## src/rtl/staged_halfsum_pipe_if.sv

```systemverilog
// Stream bundle for staged_halfsum_pipe: input stream, output stream, hit counter.
// slave is the pipe's view of the bundle, master is the producer/consumer view.
interface staged_halfsum_pipe_if #(
    parameter int WIDTH = 32
);
    logic             in_valid;
    logic             in_ready;
    logic [WIDTH-1:0] in_data;
    logic             out_valid;
    logic             out_ready;
    logic [WIDTH-1:0] out_data;
    logic [15:0]      hit_count;

    modport slave (
        input  in_valid,
        input  in_data,
        input  out_ready,
        output in_ready,
        output out_valid,
        output out_data,
        output hit_count
    );

    modport master (
        output in_valid,
        output in_data,
        output out_ready,
        input  in_ready,
        input  out_valid,
        input  out_data,
        input  hit_count
    );
endinterface

```

## src/rtl/staged_halfsum_pipe.sv

```systemverilog
// Three-stage half-sum classifier with a global stall; emits {TAG, result}.
// Define STAGING_HIT_COUNT_EN to build the saturating SUM-result counter.
module staged_halfsum_pipe #(
    parameter int          WIDTH     = 32,
    parameter int unsigned THRESHOLD = 100,
    parameter int unsigned MATCH_HI  = 1,
    parameter int unsigned TAG       = 2748
) (
    input  logic                 clk,
    input  logic                 reset,
    staged_halfsum_pipe_if.slave bus
);
    localparam int H = WIDTH / 2;

    localparam logic [WIDTH-1:0] THR   = WIDTH'(THRESHOLD);
    localparam logic [H-1:0]     MATCH = H'(MATCH_HI);
    localparam logic [H-1:0]     TAGH  = H'(TAG);

    logic advance;

    logic v1;
    logic v2;
    logic v3;

    logic [WIDTH-1:0] d1;
    logic             above1;
    logic             match1;
    logic             sum1;

    logic             cls2;
    logic [H-1:0]     a2;
    logic [H-1:0]     b2;
    logic [H-1:0]     res2;

    logic [WIDTH-1:0] out_q;

    // One stall signal for every stage keeps bubbles in place while blocked.
    assign advance = !v3 || bus.out_ready;
    assign sum1    = above1 && match1;
    assign res2    = a2 + b2;

    assign bus.in_ready  = advance;
    assign bus.out_valid = v3;
    assign bus.out_data  = out_q;

    always_ff @(posedge clk or posedge reset) begin
        if (reset) begin
            v1 <= 1'b0;
            v2 <= 1'b0;
            v3 <= 1'b0;
        end else if (advance) begin
            v1 <= bus.in_valid;
            v2 <= v1;
            v3 <= v2;
        end
    end

    always_ff @(posedge clk or posedge reset) begin
        if (reset) begin
            out_q <= '0;
        end else if (advance) begin
            out_q <= {TAGH, res2};
        end
    end

    // Operand registers need no reset; their valid bits gate them.
    always_ff @(posedge clk) begin
        if (advance) begin
            d1     <= bus.in_data;
            above1 <= bus.in_data > THR;
            match1 <= bus.in_data[WIDTH-1:H] == MATCH;
            cls2   <= sum1;
            a2     <= sum1 ? d1[WIDTH-1:H] : H'(1);
            b2     <= sum1 ? d1[H-1:0] : '0;
        end
    end

`ifdef STAGING_HIT_COUNT_EN
    logic        cls3;
    logic [15:0] hits;

    always_ff @(posedge clk) begin
        if (advance) begin
            cls3 <= cls2;
        end
    end

    always_ff @(posedge clk or posedge reset) begin
        if (reset) begin
            hits <= '0;
        end else if (v3 && bus.out_ready && cls3 && hits != 16'hFFFF) begin
            hits <= hits + 16'd1;
        end
    end

    assign bus.hit_count = hits;
`else
    logic unused_cls;

    assign unused_cls    = cls2;
    assign bus.hit_count = '0;
`endif

endmodule

```

## src/flat_wrapper.sv

```systemverilog
// flat-port wrapper written by rule: the top's interface ports become plain ports
module staged_halfsum_pipe_flat 
#(
    parameter int          WIDTH     = 32,
    parameter int unsigned THRESHOLD = 100,
    parameter int unsigned MATCH_HI  = 1,
    parameter int unsigned TAG       = 2748
)
  (clk, reset, bus_in_valid, bus_in_data, bus_out_ready, bus_in_ready, bus_out_valid, bus_out_data, bus_hit_count);
  staged_halfsum_pipe_if #(.WIDTH(WIDTH)) bus_i ();
  input  logic clk;
  input  logic reset;
  input wire logic [$bits(bus_i.in_valid)-1:0] bus_in_valid;
  input wire logic [$bits(bus_i.in_data)-1:0] bus_in_data;
  input wire logic [$bits(bus_i.out_ready)-1:0] bus_out_ready;
  output wire logic [$bits(bus_i.in_ready)-1:0] bus_in_ready;
  output wire logic [$bits(bus_i.out_valid)-1:0] bus_out_valid;
  output wire logic [$bits(bus_i.out_data)-1:0] bus_out_data;
  output wire logic [$bits(bus_i.hit_count)-1:0] bus_hit_count;
  assign bus_i.in_valid = bus_in_valid;
  assign bus_i.in_data = bus_in_data;
  assign bus_i.out_ready = bus_out_ready;
  assign bus_in_ready = bus_i.in_ready;
  assign bus_out_valid = bus_i.out_valid;
  assign bus_out_data = bus_i.out_data;
  assign bus_hit_count = bus_i.hit_count;
  staged_halfsum_pipe #(.WIDTH(WIDTH), .THRESHOLD(THRESHOLD), .MATCH_HI(MATCH_HI), .TAG(TAG)) u_core (.clk(clk), .reset(reset), .bus(bus_i));
endmodule
```

## config.mk

```make
export PLATFORM = sky130hd
export DESIGN_NAME = staged_halfsum_pipe_flat
export DESIGN_NICKNAME = d
export VERILOG_FILES = /design/src/rtl/staged_halfsum_pipe_if.sv /design/src/rtl/staged_halfsum_pipe.sv /design/src/flat_wrapper.sv
export SDC_FILE = /design/constraint.sdc
export NUM_CORES = 1
export LEC_CHECK = 0
export CAP_MARGIN = 20
export CORE_MARGIN = 8
export CORE_UTILIZATION = 35
export CTS_BUF_LIST = sky130_fd_sc_hd__clkbuf_8
export CTS_CLUSTER_DIAMETER = 200
export CTS_CLUSTER_SIZE = 40
export DETAILED_ROUTE_END_ITERATION = 10
export PLACE_DENSITY = 0.7
export RECOVER_POWER = 100
export SLEW_MARGIN = 10
export SYNTH_ARGS = -nofsm -noshare
export SYNTH_HDL_FRONTEND = slang
export SYNTH_SLANG_ARGS = --single-unit
```

## constraint.sdc

```tcl
create_clock -name clk -period 4.3 [get_ports clk]
set_clock_uncertainty 0.2 [all_clocks]
set_input_delay 0.43 -clock clk [delete_from_list [all_inputs] [get_ports clk]]
set_output_delay 0.43 -clock clk [all_outputs]
set_load 0.03 [all_outputs]
```

* After elaboration in Yosys (flattened, before gate mapping)
Index checks and enable logic that the tools add are counted.
Storage, ports and cells: logic and storage cells 15, register bits after elaboration 86, input port bits 36, output and inout bits 50
Cells by class: add/subtract/negate cells 1, equality and inequality tests 1, $lt $le $gt $ge 1, reductions and logical operators 3
Operators with widths (count):
- greater-than comparator 32 x 7 -> 1 bit, second input constant | 1
- adder 16 bit | 1
- == test 16 x 1 -> 1 bit, second input constant | 1
- logical AND 1 bit | 1
- zero test 1 bit | 1
- logical OR 1 bit | 1

* Logic depth before layout (Yosys ltp)
Gate-level depths: netlist of the first run.
word-level depth 2, depth in mapped cells 8, depth with buffers taken out 8

* Least setup slack after synthesis of the first run
OpenSTA, ideal clock, no wires.
path kind flip-flop to flip-flop, start reg u_core.v3, in the netlist u_core.bus.out_valid, end reg u_core.a2[0], enable pin, setup time 468 ps, setup slack 594 ps, arrival 3038 ps, buffers on the path 1, stages on the path, launching flop included 4, clock period less this slack 3706 ps, required time 3632 ps, cells stage by stage dfrtp_1 -> nor2b_1 -> inv_1 -> clkbuf_1
Between the ends: cells in the longest elaborated chain, start to end 2
RTL lines:
- start, declared | line staged_halfsum_pipe.sv:23 | logic v3;
- start signal, assigned | line staged_halfsum_pipe.sv:54 | v3 <= v2;
- zero test 1 bit | line staged_halfsum_pipe.sv:38 | assign advance = !v3 || bus.out_ready;
- logical OR 1 bit | line staged_halfsum_pipe.sv:38
- net bus_in_ready | line flat_wrapper.sv:16 | output wire logic [$bits(bus_i.in_ready)-1:0] bus_in_ready;
- end signal, assigned | line staged_halfsum_pipe.sv:73 | a2 <= sum1 ? d1[WIDTH-1:H] : H'(1);
- end, declared | line staged_halfsum_pipe.sv:31 | logic [H-1:0] a2;
The timed path passes the listed nets, and every way through them passes these cells. A chain may end at the register's enable or synchronous reset.

* Worst setup path after layout of the first run
start in bus_out_ready, end out bus_in_ready
Between the ends: cells in the longest elaborated chain, start to end 1
RTL lines:
- start, declared | line flat_wrapper.sv:15 | input wire logic [$bits(bus_i.out_ready)-1:0] bus_out_ready;
- logical OR 1 bit | line staged_halfsum_pipe.sv:38
- end, declared | line flat_wrapper.sv:16
No other way between the ends.

==> metrics.csv, run 1 <==
metric,value,unit
result of the run,"complete, no violations",
total of max-cap violations,0,
number of global-route vias before repair,2467,
total die area,15200,um2
maximum count of clock buffers along a single path,2,
"setup slack, reg-to-reg",1.68,ns
wire length reported by the detailed router,7360,um
clock latency reported for the late side of the worst-skew pair,0.35,ns
Hold WC Path Type,reg -> reg,
drt first-iter violations,112,
antenna diode count,0,
ratio of final minimum period to clock period,75.7,%
number of setup violations in the final report,0,
share of total power in combinational logic,35.7,%
number of buffers inserted for hold repair after clock tree synthesis,0,
power spent charging and discharging nets,1.01,mW
required time worst endpoint,3.67,ns
share of cells above drive strength 1,5.77,%
Reg2Reg Depth,7,
maximum level of the CTS H-tree,3,
Detail Placement HPWL,5460,um
via density per instance,4.69,
"Max FO, Critical Path",23,
Max Clk Rate,0.307,GHz
kind of critical path,in -> out,
Placement Rows,39,
Fin Hold WS,0.276,ns
launching element type of the critical path,input pin,
share of synthesized area occupied by flip-flops and latches,61.7,%
# DRC,0,
CP Capture Point,bus_in_ready,
static power due to leakage,1.96,nW
Post-DRT Antenna Nets,0,
total global routing track utilization,9.75,%
placed cell area,4620,um2
area overhead of the layout relative to synthesis,19.6,%
number of enable-type register cells in the synthesized netlist,66,
Post-layout nets,428,
via total after detailed routing,2460,
worst slew pin tran,1.01,ns
"most common cell after layout, fill and taps aside",sky130_fd_sc_hd__edfxtp_1,
Sink Count,86,
remaining global-route overflow,0,
"leading cell types in the layout, fill and taps excluded","sky130_fd_sc_hd__edfxtp_1 (66), sky130_fd_sc_hd__dlygate4sd3_1 (59), sky130_fd_sc_hd__and3_1 (32)",
starting utilization of the core area,35.5,%
global-route wire length before repair,11600,um
TritonCTS clock tree,built,
buffers inserted during post-CTS setup optimization,0,
maximum number of pins on one net before global-route repair,90,
area of the placeable core,11300,um2
Post-Synthesis Mean Instance Area,12.5,um2
root buf cell,sky130_fd_sc_hd__clkbuf_8,
share of power burned in registers,44.3,%
number of instances in the synthesized netlist,323,
IO Port Bufs,60,
final period demand of the worst path,3.25,ns
routed wirelength normalized by instance count,14.1,um
unique cell type count in the Yosys netlist,46,
die width,123,um
end of the worst register-to-register path,u_core.bus.out_data[15]$_DFFE_PP0P_,
final count of pins violating max slew,0,
post-synthesis instance area,4020,um2
die height,123,um
setup TNS,0,ns
clock-pin transition on the worst setup and hold timing paths,0.09,ns
Setup crit end kind,output port,
Final Hold Violating Endpoints,0,
num ports,86,
Main synth FF type,sky130_fd_sc_hd__edfxtp_1,
RSZ-0062 raised after global routing,false,
Worst Path Arrival,2.62,ns
number of resized instances in the post-cts repair step,0,
initial antenna violation count,0,
fraction of registers with async set or reset after synthesis,23.3,%
Total Power,2.82,mW
worst rel slew slack,32.9,%
Placer Congestion,0.807,
cell internal power dissipation,1.80,mW
part of the total power dissipated in the clock network,20.0,%
worst vdd rail ir drop,0.216,mV
total power per unit cell area,586,nW/um2
register bit total from synthesis,86,
R2R Path Start,u_core.bus.out_valid$_DFFE_PP0P_,
switching share of power,36.0,%
number of buffers created by CTS,9,
final design area excluding fillers,4810,um2
crit path launch,bus_out_ready,
number of detailed-routing iterations run before antenna repair,5,
number of warning messages in the yosys log,0,
Yosys cell counts, types with 2 or more instances:
library cell,instances,area [um2]
sky130_fd_sc_hd__xnor2_1,6,52.6
sky130_fd_sc_hd__nand2b_1,4,25.0
sky130_fd_sc_hd__o21ai_0,11,55.1
sky130_fd_sc_hd__nor3b_1,3,22.5
sky130_fd_sc_hd__nand4_1,2,12.5
sky130_fd_sc_hd__ha_1,15,188
sky130_fd_sc_hd__o22ai_1,2,12.5
sky130_fd_sc_hd__a31oi_1,3,18.8
sky130_fd_sc_hd__nor4_1,5,31.3
sky130_fd_sc_hd__edfxtp_1,66,1980
sky130_fd_sc_hd__nand3_1,9,45.0
sky130_fd_sc_hd__inv_1,6,22.5
sky130_fd_sc_hd__a211oi_1,2,15.0
sky130_fd_sc_hd__and3_1,32,200
sky130_fd_sc_hd__nand2_1,25,93.8
sky130_fd_sc_hd__a21oi_1,20,100
sky130_fd_sc_hd__clkbuf_1,11,41.3
sky130_fd_sc_hd__nor2b_1,2,12.5
sky130_fd_sc_hd__dfrtp_1,20,500
sky130_fd_sc_hd__nor2_1,12,45.0
sky130_fd_sc_hd__xor2_1,5,43.8
sky130_fd_sc_hd__nor3_1,5,25.0
sky130_fd_sc_hd__o21a_1,2,15.0
sky130_fd_sc_hd__buf_4,31,233
sky130_fd_sc_hd__a21o_1,3,22.5
cell type report:
| cell class | instances | area, um2 |
|---|---|---|
| fillers | 1078 | 6510 |
| flip-flops and latches | 86 | 2480 |
| multi-input cells | 211 | 1320 |
| repair buffers | 62 | 612 |
| well taps | 143 | 179 |
| clock buffers | 9 | 124 |
| clock inverters | 7 | 72.6 |
| inverters | 6 | 22.5 |
cell families after synthesis:
| logic type | synth area share (%) |
|---|---|
| xor+xnor | 2.40 |
| other cells | 0.0933 |
| simple gates | 14.4 |
| flops | 61.7 |
| compound gates | 8.46 |
| fa+ha+maj | 5.16 |
| buf+inv | 7.75 |
routing by layer:
layer  global-route usage (%)  vias to the layer above  wire length [um]
met4                     4.89                        0               150
met1                     12.3                     1138              3430
met3                     2.92                       11               431
li1                         -                     1236                 -
met5                        0                        -                 0
met2                     15.0                       75              3360
power groups by stage:
stage	Combinational, mW	Clock [mW]	Sequential (mW)
2_1_floorplan	0.585	0	1.41
5_1_grt	1.10	0.597	1.28
3_3_place_gp	1.03	0	1.27
3_5_place_dp	1.05	0	1.27
6_report	1.01	0.563	1.25
4_1_cts	1.05	0.574	1.26
worst min-delay path by stage:
stage | start | to | slack, ns | depth (start not counted)
2_1_floorplan | reset | u_core.bus.out_data[0]$_DFFE_PP0P_ | 0.19 | 1
3_3_place_gp | u_core.v2$_DFFE_PP0P_ | u_core.v2$_DFFE_PP0P_ | 0.25 | 2
5_1_grt | u_core.v2$_DFFE_PP0P_ | u_core.v2$_DFFE_PP0P_ | 0.31 | 2
4_1_cts | u_core.v2$_DFFE_PP0P_ | u_core.v2$_DFFE_PP0P_ | 0.27 | 2
6_report | u_core.v2$_DFFE_PP0P_ | u_core.v2$_DFFE_PP0P_ | 0.28 | 2
3_5_place_dp | u_core.v2$_DFFE_PP0P_ | u_core.v2$_DFFE_PP0P_ | 0.25 | 2
registers in the layout (all words and copies together), names as in the netlist:
name                  count
u_core.a2                16
u_core.above1             1
u_core.b2                16
u_core.bus.out_data      17
u_core.bus.out_valid      1
u_core.d1                32
u_core.match1             1
u_core.v1                 1
u_core.v2                 1
per-stage QoR:
step                utilization, %  std cells  setup slack [ns]
floorplan                        -        347             0.594
global placement              40.8        508              1.52
detailed placement            40.8        508              1.47
CTS                           42.5        524              1.72
global route                  42.5        524             0.885
finish                        42.5        524              1.05
worst max-delay path, cell delays in order:
cell	delay [ns]
sky130_fd_sc_hd__dlygate4sd3_1	0.54
sky130_fd_sc_hd__nor2b_1	0.10
sky130_fd_sc_hd__clkbuf_1	0.75
sky130_fd_sc_hd__inv_2	0.06
sky130_fd_sc_hd__dlygate4sd3_1	0.74
No activity file was read; power rests on OpenSTA's default activity.
==> run 2, diff against run 1 <==
==> constraint.sdc (replaced) <==
create_clock -name clk -period 3.05 [get_ports clk]
set_clock_uncertainty 0.2 [all_clocks]
set_input_delay 0.305 -clock clk [delete_from_list [all_inputs] [get_ports clk]]
set_output_delay 0.305 -clock clk [all_outputs]
set_load 0.03 [all_outputs]
==> run 2 against run 1 <==
Effect of this change:
- cell count rose by 0.19%
- flip-flop and latch count did not move
- register-to-register slack got worse by 1.1 ns
- combinational power rose by 40%
- critical path type is now reg -> reg
==> metrics.csv, run 2 (synthesis gave the netlist of run 1 again) <==
metric,value,unit,change
Hold WC Path Type,reg -> reg,,
setup TNS,0,ns,unchanged
total global routing track utilization,9.86,%,+0.10 points
die width,123,um,unchanged
ratio of final minimum period to clock period,81.2,%,
worst vdd rail ir drop,0.372,mV,+72%
# DRC,0,,unchanged
final design area excluding fillers,4810,um2,about the same
Post-DRT Antenna Nets,0,,unchanged
utilization after layout,42.5,%,about the same
antenna diode count,0,,unchanged
drt first-iter violations,123,,+9.8%
global-route wire length before repair,11800,um,+1.8%
initial antenna violation count,0,,unchanged
number of global-route vias before repair,2434,,-1.3%
result of the run,"complete, no violations",,
starting utilization of the core area,35.5,%,unchanged
Worst Path Arrival,2.57,ns,-0.05 ns
Post-layout nets,429,,+0.23%
wire length reported by the detailed router,7360,um,about the same
setup slack after placement,0.589,ns,-0.877 ns
Fin Hold WS,0.274,ns,-0.00208 ns
number of flip-flops in the largest register,32,,unchanged
maximum level of the CTS H-tree,3,,unchanged
Detail Placement HPWL,5530,um,+1.4%
number of setup violations in the final report,0,,unchanged
static power due to leakage,1.97,nW,+0.19%
remaining global-route overflow,0,,unchanged
via total after detailed routing,2486,,+1.1%
via density per instance,4.74,,+0.86%
worst slew pin tran,1.08,ns,+0.0764 ns
final count of pins violating max slew,0,,unchanged
Sink Count,86,,unchanged
"leading cell types in the layout, fill and taps excluded","sky130_fd_sc_hd__edfxtp_1 (66), sky130_fd_sc_hd__dlygate4sd3_1 (58), sky130_fd_sc_hd__and3_1 (32)",,
total die area,15200,um2,unchanged
"Max FO, Critical Path",3,,-87%
largest reg by FF count,u_core.d1,,
maximum number of pins on one net before global-route repair,49,,-46%
number of cells after detailed placement,509,,+0.20%
buffers inserted during post-CTS setup optimization,0,,unchanged
total of max-cap violations,0,,unchanged
final period demand of the worst path,2.48,ns,
Setup crit end kind,register,,
RSZ-0062 raised after global routing,false,,
TritonCTS clock tree,built,,
Sequential cell area,2480,um2,unchanged
Placer Congestion,0.805,,-0.31%
Placement Rows,39,,unchanged
"most common cell after layout, fill and taps aside",sky130_fd_sc_hd__edfxtp_1,,
Total Power,3.95,mW,+40%
area of the placeable core,11300,um2,unchanged
worst rel slew slack,27.8,%,-5.1 points
area overhead of the layout relative to synthesis,19.5,%,about the same
Final Hold Violating Endpoints,0,,unchanged
number of buffers created by CTS,9,,unchanged
post-layout worst setup margin,0.573,ns,-0.474 ns
number of resized instances in the post-cts repair step,0,,unchanged
launching element type of the critical path,register,,
"setup slack, reg-to-reg",0.57,ns,-1.11 ns
die height,123,um,unchanged
required time worst endpoint,3.14,ns,-0.53 ns
Max Clk Rate,0.404,GHz,
maximum count of clock buffers along a single path,2,,unchanged
kind of critical path,reg -> reg,,
num ports,86,,unchanged
number of fill cells in the layout,1056,,-2.0%
number of detailed-routing iterations run before antenna repair,4,,-1
number of buffers inserted for hold repair after clock tree synthesis,0,,unchanged
root buf cell,sky130_fd_sc_hd__clkbuf_8,,
number of cells in the finished layout apart from fillers,525,,+0.19%
routed wirelength normalized by instance count,14.0,um,-0.20%
combined area of the multi-input logic cells,1310,um2,-0.47%
IO Port Bufs,60,,unchanged
clock latency reported for the late side of the worst-skew pair,0.35,ns,about the same
clock-pin transition on the worst setup and hold timing paths,0.09,ns,about the same
share of cells above drive strength 1,5.50,%,-0.28 points
total power per unit cell area,823,nW/um2,+40%
placed cell area,4620,um2,+0.16%
run 2: worst paths after layout:
path | startpoint | endpoint | cells past startpoint
hold / removal | u_core.v2$_DFFE_PP0P_ | u_core.v2$_DFFE_PP0P_ | 2
min in group asynchronous | reset | u_core.bus.out_data[4]$_DFFE_PP0P_ | 2
setup / recovery | u_core.b2[0]$_SDFFCE_PN0P_ | u_core.bus.out_data[12]$_DFFE_PP0P_ | 8
max in group asynchronous | reset | u_core.bus.out_data[14]$_DFFE_PP0P_ | 2
hold reg to reg | u_core.v2$_DFFE_PP0P_ | u_core.v2$_DFFE_PP0P_ | 2
setup reg to reg | u_core.b2[0]$_SDFFCE_PN0P_ | u_core.bus.out_data[12]$_DFFE_PP0P_ | 8
run 2: report_power, final:
group	internal (mW)	switching, mW
registers	1.63	0.130
clock network	0.381	0.402
logic	0.528	0.880
total	2.54	1.41
run 2: metal layers:
| layer | track usage [%] | wire, um |
|---|---|---|
| met2 | 15.0 | 3310 |
| met4 | 4.06 | 116 |
| met3 | 3.06 | 543 |
| met5 | 0 | 0 |
| met1 | 12.8 | 3390 |
run 2: area by class of cell:
class                   instances  share of cell area (%)
flip-flops and latches         86                    51.7
multi-input cells             211                    27.3
repair buffers                 63                    12.8
well taps                     143                    3.72
clock buffers                   9                    2.58
clock inverters                 7                    1.51
inverters                       6                   0.469
run 2: critical path, stage by stage (launching register included):
cell                       delay (ns)
sky130_fd_sc_hd__edfxtp_1        0.38
sky130_fd_sc_hd__ha_1            0.23
sky130_fd_sc_hd__fa_1            0.41
sky130_fd_sc_hd__a21oi_1         0.25
sky130_fd_sc_hd__nor3_1          0.10
sky130_fd_sc_hd__nor2_2          0.16
sky130_fd_sc_hd__a31oi_1         0.11
sky130_fd_sc_hd__or4b_1          0.48
sky130_fd_sc_hd__nand3_1         0.09
==> run 3, diff against run 2 <==
==> constraint.sdc (replaced) <==
create_clock -name clk -period 2.44 [get_ports clk]
set_clock_uncertainty 0.2 [all_clocks]
set_input_delay 0.244 -clock clk [delete_from_list [all_inputs] [get_ports clk]]
set_output_delay 0.244 -clock clk [all_outputs]
set_load 0.03 [all_outputs]
==> run 3 against run 2 <==
Effect of this change:
- critical path depth did not move
- worst setup slack got worse by 0.45 ns
- non-clock buffer count did not move
- clock power rose by 43%
- largest power group unchanged
==> metrics.csv, run 3 (synthesis gave the netlist of run 1 again) <==
metric,value,unit,change
number of detailed-routing iterations run before antenna repair,4,,unchanged
Fin Hold WS,0.225,ns,-0.0485 ns
maximum number of pins on one net before global-route repair,58,,+18%
wire length reported by the detailed router,7770,um,+5.5%
Reg2Reg Depth,8,,unchanged
via total after detailed routing,2500,,+0.56%
buffers inserted during post-CTS setup optimization,0,,unchanged
final period demand of the worst path,2.31,ns,-0.164 ns
Post-layout nets,429,,unchanged
final count of pins violating max slew,0,,unchanged
antenna diode count,0,,unchanged
setup slack after placement,-0.0276,ns,-0.617 ns
maximum level of the CTS H-tree,3,,unchanged
cell with the biggest individual delay on the critical path,sky130_fd_sc_hd__or4b_1,,
Sink Count,86,,unchanged
Setup crit end kind,register,,
via density per instance,4.76,,+0.56%
Worst Path Arrival,2.41,ns,-0.16 ns
TritonCTS clock tree,built,,
required time worst endpoint,2.53,ns,-0.61 ns
largest reg by FF count,u_core.d1,,
worst slew pin tran,0.883,ns,-0.200 ns
area overhead of the layout relative to synthesis,20.8,%,
number of global-route vias before repair,2563,,+5.3%
number of buffers inserted for hold repair after clock tree synthesis,0,,unchanged
"Max FO, Critical Path",3,,unchanged
Placer Congestion,0.886,,+10%
total die area,15200,um2,unchanged
series of cell instances along the critical path,"ha_1, fa_2, a21oi_4, nor3_1, nor2_2, a31oi_1, or4b_1, nand3_1",,
static power due to leakage,1.98,nW,+0.63%
share of cells above drive strength 1,6.54,%,+1.0 points
number of fill cells in the layout,1074,,+1.7%
Final Hold Violating Endpoints,0,,unchanged
die width,123,um,unchanged
Post-DRT Antenna Nets,0,,unchanged
Max Clk Rate,0.432,GHz,+7.1%
worst vdd rail ir drop,0.445,mV,+20%
num ports,86,,unchanged
routed wirelength normalized by instance count,14.8,um,+5.5%
"leading cell types in the layout, fill and taps excluded","sky130_fd_sc_hd__edfxtp_1 (66), sky130_fd_sc_hd__dlygate4sd3_1 (58), sky130_fd_sc_hd__and3_1 (32)",,
maximum count of clock buffers along a single path,2,,unchanged
kind of critical path,reg -> reg,,
starting utilization of the core area,35.5,%,unchanged
maximum single-stage delay on the critical path,0.47,ns,about the same
remaining global-route overflow,0,,unchanged
area of the placeable core,11300,um2,unchanged
number of setup violations in the final report,0,,unchanged
clock latency reported for the late side of the worst-skew pair,0.36,ns,about the same
drt first-iter violations,129,,+4.9%
ratio of final minimum period to clock period,94.8,%,+14 points
Worst Hold Depth,3,,+1
number of buffers created by CTS,9,,unchanged
root buf cell,sky130_fd_sc_hd__clkbuf_8,,
total global routing track utilization,10.7,%,+0.81 points
Placement Rows,39,,unchanged
total of max-cap violations,0,,unchanged
IO Port Bufs,60,,unchanged
Detail Placement HPWL,5720,um,+3.3%
die height,123,um,unchanged
total power per unit cell area,1060,nW/um2,+28%
result of the run,"complete, no violations",,
initial antenna violation count,0,,unchanged
clock-pin transition on the worst setup and hold timing paths,0.09,ns,about the same
global-route wire length before repair,12700,um,+8.3%
utilization after layout,42.9,%,+0.44 points
# DRC,0,,unchanged
"most common cell after layout, fill and taps aside",sky130_fd_sc_hd__edfxtp_1,,
Hold WC Path Type,in -> reg,,
post-layout worst setup margin,0.127,ns,-0.446 ns
worst rel slew slack,41.1,%,+13 points
number of flip-flops in the largest register,32,,unchanged
RSZ-0062 raised after global routing,false,,
launching element type of the critical path,register,,
[run 3: report_power, final]
group,internal [mW],leakage (nW),switching [mW],total [mW]
Clock,0.580,0.108,0.536,1.12
Sequential,2.04,0.923,0.165,2.20
Combinational,0.672,0.947,1.13,1.80
Total,3.29,1.98,1.83,5.12
[run 3: worst paths after layout]
check,slack (ns),startpoint,end
max,0.13,u_core.b2[0]$_SDFFCE_PN0P_,u_core.bus.out_data[12]$_DFFE_PP0P_
min,0.23,bus_in_valid,u_core.v1$_DFFE_PP0P_
max reg2reg,0.13,u_core.b2[0]$_SDFFCE_PN0P_,u_core.bus.out_data[12]$_DFFE_PP0P_
min reg2reg,0.26,u_core.v2$_DFFE_PP0P_,u_core.bus.out_valid$_DFFE_PP0P_
max in group asynchronous,1.29,reset,u_core.bus.out_data[10]$_DFFE_PP0P_
min in group asynchronous,0.26,reset,u_core.bus.out_data[3]$_DFFE_PP0P_
[run 3: worst max-delay path, delay by kind of cell, from the launching register on]
family | cells | cell delay, ns
adders and majority gates | 2 | 0.62
DFF | 1 | 0.38
and+or+nand+nor | 4 | 0.77
AOI/OAI and AO/OA | 2 | 0.27
[run 3: stage by stage]
step | cell area, um2 | total power, mW | instances | TNS [ns]
after global routing | 4860 | 5.46 | 525 | 0
after global placement | 4640 | 4.07 | 509 | 0
after detailed placement | 4640 | 4.12 | 509 | -0.0276
final | 4860 | 5.12 | 525 | 0
after CTS | 4860 | 5.24 | 525 | 0
after floorplan | 4120 | 3.50 | 347 | 0
[run 3: layer usage]
layer	share of wire [%]	wire [um]	vias up	GRT usage [%]
met5	0	0	-	0
met4	2.2	172	0	4.89
met3	5.1	394	13	2.74
met2	46	3540	83	16.3
met1	47	3660	1164	13.9
li1	-	-	1240	-
[run 3: cell type report]
| class | instances | area (um2) | share of cell area (%) |
|---|---|---|---|
| Sequential cell | 86 | 2480 | 51.1 |
| Inverter | 6 | 22.5 | 0.464 |
| Tap cell | 143 | 179 | 3.68 |
| Timing Repair Buffer | 63 | 617 | 12.7 |
| Clock inverter | 7 | 96.3 | 1.98 |
| Multi-Input combinational cell | 211 | 1340 | 27.5 |
| Clock buffer | 9 | 124 | 2.55 |
[run 3: what timing repair did]
item                                   4_1_cts  5_1_grt
pin swaps                                    0        2
endpoints found under the hold margin        0        0
gates cloned                                 0        0
setup endpoints to repair                    1        4
gates resized for setup                      1        3
